<file path="config.mk">
export PLATFORM = sky130hd
export DESIGN_NAME = valid_delay_pipe
export DESIGN_NICKNAME = d
export VERILOG_FILES = /design/src/rtl/valid_delay_pipe.sv
export SDC_FILE = /design/constraint.sdc
export NUM_CORES = 1
export LEC_CHECK = 0
export BUFFER_PORTS_ARGS = -buffer_cell sky130_fd_sc_hd__buf_2
export CORE_ASPECT_RATIO = 0.75
export CORE_UTILIZATION = 35
export CTS_CLUSTER_DIAMETER = 50
export DETAILED_ROUTE_END_ITERATION = 16
export PLACE_DENSITY_LB_ADDON = 0.08
export SETUP_SLACK_MARGIN = 0.1
export SYNTH_ARGS = -nofsm -noshare
export SYNTH_HDL_FRONTEND = slang
export SYNTH_SLANG_ARGS = --single-unit
export TNS_END_PERCENT = 20
</file>
<file path="constraint.sdc">
create_clock -name clk -period 2 [get_ports clk]
set_clock_uncertainty 0.15 [all_clocks]
set_input_delay 0.1 -clock clk [delete_from_list [all_inputs] [get_ports clk]]
set_output_delay 0.1 -clock clk [all_outputs]
set_load 0.005 [all_outputs]
</file>
<file path="src/rtl/valid_delay_pipe.sv">
// Delay line for a valid-qualified data bus: DEPTH register stages with stall, flush,
// occupancy count and a registered pulse for inputs that were not accepted.
module valid_delay_pipe #(
  parameter int unsigned DATA_W = 8,
  parameter int unsigned DEPTH  = 7,
  parameter int unsigned CNT_W  = $clog2(DEPTH + 1)
) (
  input  logic              clk,
  input  logic              rst,
  input  logic [DATA_W-1:0] in_data,
  input  logic              in_datavalid,
  input  logic              stall,
  input  logic              flush,
  output logic [DATA_W-1:0] out_data,
  output logic              out_datavalid,
  output logic [CNT_W-1:0]  occupancy,
  output logic              empty,
  output logic              in_dropped
);

  // Index 0 is the entry stage, index DEPTH-1 drives the outputs.
  logic [DEPTH-1:0]             vld_q, vld_d;
  logic [DEPTH-1:0][DATA_W-1:0] dat_q, dat_d;
  logic [CNT_W-1:0]             occ_q, occ_d;
  logic                         drop_q, drop_d;

  always_comb begin
    vld_d  = vld_q;
    dat_d  = dat_q;
    occ_d  = occ_q;
    drop_d = 1'b0;
    if (flush) begin
      vld_d  = '0;
      dat_d  = '0;
      occ_d  = '0;
      drop_d = in_datavalid;
    end else if (stall) begin
      drop_d = in_datavalid;
    end else begin
      for (int k = 1; k < int'(DEPTH); k++) begin
        vld_d[k] = vld_q[k-1];
        dat_d[k] = dat_q[k-1];
      end
      vld_d[0] = in_datavalid;
      dat_d[0] = in_datavalid ? in_data : '0;
      // Incoming valid and departing last-stage valid can never push the count past 0..DEPTH.
      occ_d = occ_q + CNT_W'(in_datavalid) - CNT_W'(vld_q[DEPTH-1]);
    end
  end

  always_ff @(posedge clk) begin
    if (rst) begin
      vld_q  <= '0;
      dat_q  <= '0;
      occ_q  <= '0;
      drop_q <= 1'b0;
    end else begin
      vld_q  <= vld_d;
      dat_q  <= dat_d;
      occ_q  <= occ_d;
      drop_q <= drop_d;
    end
  end

  assign out_data      = dat_q[DEPTH-1];
  assign out_datavalid = vld_q[DEPTH-1];
  assign occupancy     = occ_q;
  assign empty         = (occ_q == '0);
  assign in_dropped    = drop_q;

endmodule

</file>
==> flow_summary.toml <==
[floorplanning]
start_util_pct = 36.5
ios = 27
core-area_sq_um = 6900
fp.dieW_um = 100
core.rowCount = 26
die_area_sq_um = 7550
fp.dieH_um = 75.5

[clock_network]
cts_root_buffer = "clkbuf_8"
cts-htree-levels = 3
cts_tree = "built"
cts_sinks = 67
clk_latency_ns = 0.33
cts_buffers = 9
cts.clk_slew.worst_paths_ns = 0.07
clockBufferDepth = 2

[synthesis]
synth_fp_nets = 253
ys_seq_area_share_pct = 53.2
synth.avg_cell_area_sq_um = 10.6
synthesis.area_sq_um = 2520
ys_warn_count = 0
syn_inst = 237
synth.ff_latch_count = 67
synth.distinct_cells = 20

[timing]
finalCritPeriodShare_pct = 98.6
setup_tns_ns = 0
min_period_ns = 1.97
rsz0062_at_grt = "true"
slew_violations = 0
fin_ws_ns = 0.0273
worst_slew_pin_slew_ns = 0.392
hold_ws_ns = 0.0409
setup_viol = 0
max_slew_margin_pct = 73.9
hold_viol = 0
max_freq_mhz = 507

[grt]
grt_pass1_vias = 1416
grt_pass1_wl_mm = 6.99
grt_max_degree = 38
grt_use_total_pct = 12.4
antenna_found_initial = 0
grt_overflow = 0

[detailed_routing]
drt_iter0_markers = 51
ant_nets = 0
vias = 1570
drc = 0
viasPerCell = 4.25
drt-total-wl_mm = 4.21
wl_per_cell_um = 11.4
drt_first_pass_iters = 4

[finish]
syn_to_final_growth_pct = 17.9
nets = 282
diodes = 0
drive_gt1_share_pct = 19.6
stdcell_count = 369
fin_util_pct = 43.1

[worst_setup_path]
critPathKind = "reg -> reg"
worstPathArrival_ns = 2.09
end_kind = "register"
start_kind = "register"
cp.required_ns = 2.12
critPathMaxFanout = 2

[placed_design]
port_buffers = 26
dpl.cell_count = 342
hpwl_mm = 2.55
post-place-ws_ns = 0.0239
gp_congestion = 0.609

[status]
status = "completed"

[power]
power_density_nw_per_um2 = 924
p_leak_nw = 1.28
irDropWorstVdd_mv = 0.433

[job]
cap_violations = 0

[hold_path]
hold_path.class = "in -> reg"
[repair_timing]
action	in CTS	in global routing
gates cloned	0	0
hold endpoints to repair	9	0
setup buffers	1	0
hold buffers	10	0
setup endpoints to repair	1	2
resized for setup	0	1
[worst max-delay path, stage by stage, from the launching register on]
cell     delay, ns
dfxtp_2       0.33
inv_1         0.04
ha_1          0.26
inv_1         0.05
ha_1          0.14
inv_1         0.05
fa_2          0.33
xnor2_1       0.13
or3_1         0.32
a21oi_2       0.12
[final cells by class]
class	count	area (sq um)
Fill cell	720	3930
Sequential cell	67	1340
Inverter	3	11.3
Timing Repair Buffer	42	290
Clock buffer	11	151
Clock inverter	5	75.1
Tap cell	98	123
Multi-Input combinational cell	143	978
[path summary, 6_finish.rpt]
kind	endpoint	cells after the start	slack (ns)	startpoint
max	occupancy[2]$_SDFFE_PP0N_	9	0.03	occupancy[0]$_SDFFE_PP0N_
min	occupancy[0]$_SDFFE_PP0N_	4	0.04	in_datavalid
max reg2reg	occupancy[2]$_SDFFE_PP0N_	9	0.03	occupancy[0]$_SDFFE_PP0N_
min reg2reg	out_data[4]$_SDFFE_PP0N_	2	0.34	out_data[4]$_SDFFE_PP0N_
[layer usage]
layer,global-route usage [%],part of all wire (%),up-vias
li1,-,-,838
met1,16.6,56,695
met2,17.6,39,29
met3,4.68,3.9,8
met4,6.28,1.5,0
met5,0,0,-
[cell usage in the layout, fill, tap and decap left out, types with 2 or more instances in the layout]
cell type / n
clkinv_2: 3
nor2_1: 67
dlygate4sd3_1: 10
mux2i_1: 55
ha_1: 2
dfxtp_1: 66
inv_1: 3
a21oi_1: 2
a22oi_1: 8
buf_4: 6
buf_2: 25
clkbuf_8: 11
bufinv_16: 2
[sequential cells by signal, indices dropped and copies added, names as in the netlist]
| signal | flops |
|---|---|
| dat_q | 48 |
| in_dropped | 1 |
| occupancy | 3 |
| out_data | 8 |
| vld_q | 7 |
[synth_stat cells]
cell / n / share of area [%]
nor3_1: 1 / 0.20
a21oi_1: 3 / 0.60
a22oi_1: 8 / 2.4
fa_1: 1 / 0.79
buf_8: 1 / 0.60
xnor2_1: 1 / 0.35
ha_1: 2 / 0.99
or2_1: 1 / 0.25
clkbuf_1: 2 / 0.30
buf_6: 6 / 2.7
buf_4: 12 / 3.6
nor2b_1: 1 / 0.25
mux2i_1: 55 / 22
dfxtp_1: 67 / 53
o21ai_0: 1 / 0.20
nor2_1: 67 / 10
or3_1: 1 / 0.25
buf_2: 3 / 0.60
nor3b_2: 1 / 0.50
inv_1: 3 / 0.45
[kinds of logic after synthesis]
logic type	Yosys count	synth area share [%]
simple gates	72	11.4
flops	67	53.2
mux	55	21.8
buf+inv	27	8.19
compound gates	12	3.18
fa+ha+maj	3	1.79
xor+xnor	1	0.348
[per-stage QoR]
stage | area (sq um) | power [mW]
finish | 2970 | 2.74
global route | 2970 | 2.85
CTS | 2970 | 2.78
detailed placement | 2630 | 1.50
global placement | 2630 | 1.50
floorplan | 2520 | 1.48
[power by group]
group	total, mW	internal [mW]	switching (mW)	leakage, nW
logic	0.139	0.0648	0.0739	0.620
registers	1.34	1.34	0.00367	0.541
clock network	1.26	0.764	0.498	0.119
(Power assumes the default switching activity.)
